===== src/rtl/hexagon_pkg.sv =====
// ---------------------------------------------------------------------------
// hexagon_pkg
// Shared definitions for the game timebase logic.
//   - state_e    : controller state encoding (IDLE=0, RUN=1)
//   - PERIOD_W   : width of step-period arithmetic (clocks)
//   - TIME_W     : width of the survival timer (tenths of a second)
//   - LEVEL_W    : width of the speed level
//   - DIFF_*     : difficulty code constants
// ---------------------------------------------------------------------------
package hexagon_pkg;

  localparam int PERIOD_W = 24;
  localparam int TIME_W   = 16;
  localparam int LEVEL_W  = 4;

  typedef enum logic {
    ST_IDLE = 1'b0,
    ST_RUN  = 1'b1
  } state_e;

  localparam logic [1:0] DIFF_EASY   = 2'd0;
  localparam logic [1:0] DIFF_NORMAL = 2'd1;
  localparam logic [1:0] DIFF_HARD   = 2'd2;
  localparam logic [1:0] DIFF_EXPERT = 2'd3;

  localparam logic [LEVEL_W-1:0] LEVEL_MAX = '1;
  localparam logic [TIME_W-1:0]  TIME_MAX  = '1;

endpackage


===== src/rtl/pulse_divider.sv =====
// ---------------------------------------------------------------------------
// pulse_divider
// Modulo-N counter with enable and synchronous clear. o_tc is high for the
// single enabled cycle in which the count sits at N-1; the counter wraps to 0
// on that same edge.
// Ports:
//   clk    in  system clock
//   rst_n  in  asynchronous active-low reset
//   i_en   in  count enable
//   i_clr  in  synchronous clear (wins over enable)
//   o_tc   out terminal-count strobe (combinational, qualified by i_en)
// ---------------------------------------------------------------------------
module pulse_divider #(
  parameter int unsigned N = 10
) (
  input  logic clk,
  input  logic rst_n,
  input  logic i_en,
  input  logic i_clr,
  output logic o_tc
);

  localparam int unsigned       CNT_W = (N > 1) ? $clog2(N) : 1;
  localparam logic [CNT_W-1:0]  LAST  = CNT_W'(N - 1);

  logic [CNT_W-1:0] r_cnt;

  assign o_tc = i_en & (r_cnt == LAST);

  always_ff @(posedge clk or negedge rst_n) begin
    if (!rst_n) begin
      r_cnt <= '0;
    end else if (i_clr) begin
      r_cnt <= '0;
    end else if (i_en) begin
      r_cnt <= o_tc ? '0 : r_cnt + CNT_W'(1);
    end
  end

endmodule


===== src/rtl/speed_controller.sv =====
// ---------------------------------------------------------------------------
// speed_controller
// Game movement timebase. Converts the difficulty code into a one-cycle step
// strobe, speeds the strobe up every RAMP_STEPS steps (speed levels), and
// keeps a saturating survival timer in tenths of a second.
// Ports:
//   clk           in   system clock
//   rst_n         in   asynchronous active-low reset
//   gameover      in   high while the game is stopped / selection screen
//   difficulty    in   [1:0] difficulty code, sampled on the start edge
//   step          out  one-cycle strobe: advance obstacles one step
//   level         out  [3:0] current speed level 0..15
//   period        out  [23:0] current step period in clocks
//   survive_time  out  [15:0] elapsed run time in tenths of a second
//   running       out  high while in RUN
// ---------------------------------------------------------------------------
module speed_controller
  import hexagon_pkg::*;
#(
  parameter int unsigned TENTH_DIV  = 5000000,
  parameter int unsigned PERIOD_D0  = 800000,
  parameter int unsigned PERIOD_D1  = 600000,
  parameter int unsigned PERIOD_D2  = 450000,
  parameter int unsigned PERIOD_D3  = 300000,
  parameter int unsigned RAMP_STEPS = 64,
  parameter int unsigned RAMP_DEC   = 20000,
  parameter int unsigned MIN_PERIOD = 100000
) (
  input  logic                clk,
  input  logic                rst_n,
  input  logic                gameover,
  input  logic [1:0]          difficulty,
  output logic                step,
  output logic [LEVEL_W-1:0]  level,
  output logic [PERIOD_W-1:0] period,
  output logic [TIME_W-1:0]   survive_time,
  output logic                running
);

  localparam logic [PERIOD_W-1:0] P_D0  = PERIOD_W'(PERIOD_D0);
  localparam logic [PERIOD_W-1:0] P_D1  = PERIOD_W'(PERIOD_D1);
  localparam logic [PERIOD_W-1:0] P_D2  = PERIOD_W'(PERIOD_D2);
  localparam logic [PERIOD_W-1:0] P_D3  = PERIOD_W'(PERIOD_D3);
  localparam logic [PERIOD_W-1:0] P_DEC = PERIOD_W'(RAMP_DEC);
  localparam logic [PERIOD_W-1:0] P_MIN = PERIOD_W'(MIN_PERIOD);

  localparam int unsigned        RAMP_W    = (RAMP_STEPS > 1) ? $clog2(RAMP_STEPS) : 1;
  localparam logic [RAMP_W-1:0]  RAMP_LAST = RAMP_W'(RAMP_STEPS - 1);

  // Level-0 step period for a difficulty code.
  function automatic logic [PERIOD_W-1:0] period_for(input logic [1:0] d);
    logic [PERIOD_W-1:0] p;
    case (d)
      DIFF_EASY:   p = P_D0;
      DIFF_NORMAL: p = P_D1;
      DIFF_HARD:   p = P_D2;
      DIFF_EXPERT: p = P_D3;
      default:     p = P_D0;
    endcase
    return p;
  endfunction

  // Next-level period: subtract RAMP_DEC but never go below MIN_PERIOD.
  // The comparison is done on the headroom above the floor so the
  // subtraction can never wrap.
  function automatic logic [PERIOD_W-1:0] next_period(input logic [PERIOD_W-1:0] p);
    logic [PERIOD_W-1:0] n;
    if ((p > P_MIN) && ((p - P_MIN) > P_DEC)) begin
      n = p - P_DEC;
    end else begin
      n = P_MIN;
    end
    return n;
  endfunction

  state_e              r_state;
  logic                r_gameover_q;
  logic [PERIOD_W-1:0] r_step_cnt;
  logic [RAMP_W-1:0]   r_ramp_cnt;
  logic                r_step;
  logic [LEVEL_W-1:0]  r_level;
  logic [PERIOD_W-1:0] r_period;
  logic [TIME_W-1:0]   r_survive;
  logic                r_running;

  logic w_start;
  logic w_run_en;
  logic w_step_tc;
  logic w_ramp_tc;
  logic w_tenth_clr;
  logic w_tenth_tc;

  assign w_start   = r_gameover_q & ~gameover;

  // gameover gates all run-time activity in the same cycle it rises, so a
  // coinciding terminal count never produces a step or a level change.
  assign w_run_en  = (r_state == ST_RUN) & ~gameover;
  assign w_step_tc = w_run_en & (r_step_cnt == (r_period - PERIOD_W'(1)));
  assign w_ramp_tc = (r_ramp_cnt == RAMP_LAST);

  assign w_tenth_clr = (r_state == ST_IDLE) & w_start;

  pulse_divider #(
    .N (TENTH_DIV)
  ) u_tenth_div (
    .clk   (clk),
    .rst_n (rst_n),
    .i_en  (w_run_en),
    .i_clr (w_tenth_clr),
    .o_tc  (w_tenth_tc)
  );

  always_ff @(posedge clk or negedge rst_n) begin
    if (!rst_n) begin
      r_state      <= ST_IDLE;
      r_gameover_q <= 1'b1;
      r_step_cnt   <= '0;
      r_ramp_cnt   <= '0;
      r_step       <= 1'b0;
      r_level      <= '0;
      r_period     <= P_D0;
      r_survive    <= '0;
      r_running    <= 1'b0;
    end else begin
      r_gameover_q <= gameover;
      r_step       <= 1'b0;
      case (r_state)
        ST_IDLE: begin
          // level/period/survive_time hold so the final score stays visible
          if (w_start) begin
            r_state    <= ST_RUN;
            r_running  <= 1'b1;
            r_period   <= period_for(difficulty);
            r_level    <= '0;
            r_survive  <= '0;
            r_step_cnt <= '0;
            r_ramp_cnt <= '0;
          end
        end
        ST_RUN: begin
          if (gameover) begin
            r_state   <= ST_IDLE;
            r_running <= 1'b0;
          end else begin
            if (w_step_tc) begin
              r_step     <= 1'b1;
              r_step_cnt <= '0;
              // A new period is loaded at the same edge the counter wraps,
              // so it governs the following interval only.
              if (w_ramp_tc) begin
                r_ramp_cnt <= '0;
                r_period   <= next_period(r_period);
                if (r_level != LEVEL_MAX) begin
                  r_level <= r_level + LEVEL_W'(1);
                end
              end else begin
                r_ramp_cnt <= r_ramp_cnt + RAMP_W'(1);
              end
            end else begin
              r_step_cnt <= r_step_cnt + PERIOD_W'(1);
            end
            if (w_tenth_tc && (r_survive != TIME_MAX)) begin
              r_survive <= r_survive + TIME_W'(1);
            end
          end
        end
        default: begin
          r_state   <= ST_IDLE;
          r_running <= 1'b0;
        end
      endcase
    end
  end

  assign step         = r_step;
  assign level        = r_level;
  assign period       = r_period;
  assign survive_time = r_survive;
  assign running      = r_running;

endmodule


===== config.mk =====
export PLATFORM = sky130hd
export DESIGN_NAME = speed_controller
export DESIGN_NICKNAME = d
export VERILOG_FILES = /design/src/rtl/hexagon_pkg.sv /design/src/rtl/pulse_divider.sv /design/src/rtl/speed_controller.sv
export SDC_FILE = /design/constraint.sdc
export NUM_CORES = 1
export LEC_CHECK = 0
export BUFFER_PORTS_ARGS = -buffer_cell sky130_fd_sc_hd__buf_2
export CAP_MARGIN = 10
export CORE_MARGIN = 5
export CORE_UTILIZATION = 46
export DETAILED_ROUTE_END_ITERATION = 8
export GPL_TIMING_DRIVEN = 0
export PLACE_DENSITY = 0.68
export RECOVER_POWER = 50
export SLEW_MARGIN = 10
export SYNTH_ARGS = -nofsm -noshare
export SYNTH_HDL_FRONTEND = slang
export SYNTH_SLANG_ARGS = --single-unit

===== constraint.sdc =====
create_clock -name clk -period 4.68 [get_ports clk]
set_clock_uncertainty 0.05 [all_clocks]
set_input_delay 0.468 -clock clk [delete_from_list [all_inputs] [get_ports clk]]
set_output_delay 0.468 -clock clk [all_outputs]
set_load 0.02 [all_outputs]

==> qor.csv <==
stage;metric;value;unit
clocking;Clock Sinks;97;
yosys;top cells by area, synth;dfrtp_1 (35%), nand2_1 (5.0%), o21ai_0 (4.3%), xnor2_1 (4.2%), nor2_1 (3.5%);
clocking;hold buffers post-CTS;0;
clocking;CTS max path bufs;2;
floorplanning;Die ar.;16600;µm²
timing;Relative slew margins;-0.568;
placement;Port Buffer Count;46;
drt;met3 routed WL;1.32;mm
floorplanning;Die W;129;µm
yosys;Synth cell types;80;
global_route;GRT Total Usage;0.219;
run_status;violated checks;capacitance limit, slew limit;
clocking;# H-tree levels;3;
layout;commonest non-fill, non-tap cell in the layout;dfrtp_1;
timing;fmax;231;MHz
drt;M1 wire length;8.13;mm
worst_setup_path;Critical Path Most Common Cell;nand4_1;
clocking;clock-pin slew of the registers on the worst-case setup and hold paths;0.07;ns
layout;number of antenna diodes;0;
worst_setup_path;Startpoint Class;register;
floorplanning;Initial Util;0.469;
clocking;CTS tree;done;
worst_setup_path;WS Path Type;register to register;
layout;Area Growth Syn to Fin;11.3;%
worst_setup_path;slowest stage delay, CP;0.56;ns
worst_setup_path;CP top delay family;simple AND/OR/NAND/NOR gates;
drt;Post-route DRC;0;
power_and_ir_drop;peak supply drop;0.163;mV
drt;initial drt markers;749;
clocking;clk_lat worst skew;0.35;ns
global_route;vias in the first global route;5914;
global_route;first-pass GRT wire length;29.6;mm
global_route;largest net degree at the start of global routing;55;
timing;final worst slack;0.357;ns
yosys;Avg Inst Size Synth;8.48;µm²
yosys;Synth Cell Area;6510;µm²
run_status;status;complete, but fails checks;
placement;GPL Wtd Cong;0.940;
job;max cap viols;1;
placement;worst slack, placed;0.457;ns
layout;Layout fillers;1337;
timing;Final setup viols;0;
layout;nets@finish;843;
worst_setup_path;crit path max fanout;10;
drt;Vias;6183;
layout;fin area;7250;µm²
yosys;post-synth top area share;0.346;
timing;RSZ-0062 raised after global routing;no;
floorplanning;Std-Cell Rows;43;
power_and_ir_drop;Leakage Power;0.00299;µW
worst_setup_path;Worst EP arrival;4.56;ns
drt;WL met2;7.92;mm
min_path;worst hold path class;input port to register;
placement;cell area after placement;7010;µm²
timing;fin crit share;0.924;
floorplanning;IO Count;51;
drt;Max Used Layer;met4;
timing;final count of pins violating max slew;45;
timing;setup TNS;0;ns
drt;vias per inst;6.10;
yosys;Synth Flop Type;dfrtp_1;
global_route;global route total overflow;0;
clocking;setup bufs post-CTS;0;
layout;layout cell share with drive strength beyond 1;0.108;
yosys;ys async rst share;1.00;
yosys;sequential area share after synthesis;0.374;
timing;Worst-Margin Slew;2.35;ns
drt;post-DR wirelength/cell;17.5;µm
power_and_ir_drop;PwrDens;350;nW/µm²
yosys;Gate Count Post-Synth;768;
drt;ANT nets after route;0;
yosys;largest area contributor in the netlist;dfrtp_1;
clocking;clock tree root buffer cell;clkbuf_16;
drt;drt first pass iters;6;
floorplanning;Core Area;13900;µm²
timing;crit path time final;4.32;ns
worst_setup_path;CP bufs+invs;3;
yosys;#FFs+latches synth;97;
worst_setup_path;CP required;4.92;ns
worst_setup_path;critical path cell sequence;clkbuf_1 > inv_1 > ha_1 > nor4b_4 > nand4_1 > xnor2_1 > nand4_1 > or4_1 > buf_6 > a2111oi_4 > and2_1 > a311o_1;
layout;most frequent cells in the layout;dfrtp_1 (90), nand2_1 (87), nor2_1 (61), o21ai_0 (56), clkbuf_1 (46);
clocking;cts repair resizes;0;
global_route;initial antenna violation count;0;
timing;Hold Violations, Final;0;
clocking;CTS buffer count;9;
yosys;number of synthesized flops with an enable pin;0;
yosys;warnings from Yosys;0;
placement;DP HPWL;13.3;mm
worst_setup_path;Worst path slowest cell;nor4b_4;
worst_setup_path;CP Capture Type;register;
floorplanning;Die Y-Extent;129;µm
drt;final WL;17.8;mm
==> state kept, by name, summed over array words and instances (netlist names) <==
signal             flops
step                   1
u_tenth_div.r_cnt     23
period                20
r_state                1
running                1
r_ramp_cnt             6
survive_time          16
level                  4
r_gameover_q           1
r_step_cnt            24
==> worst reg2reg max path: cells and delay by family (launching register included) <==
kind / cells / cell delay (ns)
AO/OA/AOI/OAI: 2 / 0.73
adder cells (fa/ha/maj): 1 / 0.34
flip-flops: 1 / 0.44
XOR/XNOR: 1 / 0.26
AND/OR/NAND/NOR: 5 / 1.82
buffers and inverters: 3 / 0.62
==> Yosys cell counts, types with 12 or more instances <==
cell and n:
dfrtp_1 90, nand2_1 87, nor2_1 61, o21ai_0 56, nand3_1 38, xnor2_1 31
a21oi_1 29, inv_1 28, clkbuf_1 23, nand4_1 22, xor2_1 21, and3_1 15
nor3_1 15, and2_1 14, nor4_1 14, o31ai_1 13, or3_1 12
==> cell type report <==
| class | count | area, µm² | area share |
|---|---|---|---|
| flip-flops and latches | 97 | 2440 | 0.336 |
| plain buffers | 41 | 213 | 0.0293 |
| well taps | 180 | 225 | 0.0311 |
| multi-input cells | 604 | 3770 | 0.520 |
| clock inverters | 3 | 21.3 | 0.00293 |
| clock buffers | 13 | 270 | 0.0373 |
| inverters | 29 | 109 | 0.0150 |
| repair buffers | 47 | 208 | 0.0287 |
==> metal layers <==
layer  global-route usage  vias to the layer above
li1                     -                     2905
met1                0.305                     2966
met2                0.342                      268
met3               0.0411                       44
met4               0.0735                        0
met5                    0                        -
==> logic make-up (layout without fill, tap and decap cells) <==
| kind of cell | Yosys count | after routing | synth area share |
|---|---|---|---|
| other cells | 1 | 4 | 0.000576 |
| buf+inv | 70 | 133 | 0.0494 |
| simple gates | 330 | 330 | 0.270 |
| mux | 8 | 8 | 0.0125 |
| flops | 97 | 97 | 0.374 |
| fa+ha+maj | 9 | 9 | 0.0173 |
| compound gates | 201 | 201 | 0.206 |
| xor+xnor | 52 | 52 | 0.0699 |
==> through the flow <==
step	total power [µW]	cells	hold WS, ns	utilization
after floorplan	1570	771	0.122	-
after global placement	1790	997	0.423	0.503
after detailed placement	1800	998	0.433	0.505
after CTS	2540	1014	0.0979	0.526
after global routing	2660	1014	0.272	0.522
final	2530	1014	0.264	0.522
==> final timing paths <==
kind,from,depth (start not counted),slack [ns],endpoint
setup / recovery,period[6],12,0.36,period[19]
hold reg to reg,u_tenth_div.r_cnt[22],1,0.44,u_tenth_div.r_cnt[22]
hold / removal,gameover,1,0.26,r_gameover_q
max in group asynchronous,rst_n,2,1.48,r_step_cnt[13]
min in group asynchronous,rst_n,1,0.78,step
setup reg to reg,period[6],12,0.36,period[19]
==> power by group <==
group          switching (µW)  leakage [µW]  total (µW)  internal (µW)
clock                     326      0.000142         731            406
combinational             536       0.00155         814            278
sequential               83.1       0.00130         988            905
total                     945       0.00299        2530           1590
Note: power is estimated with default switching activity, not from simulation.
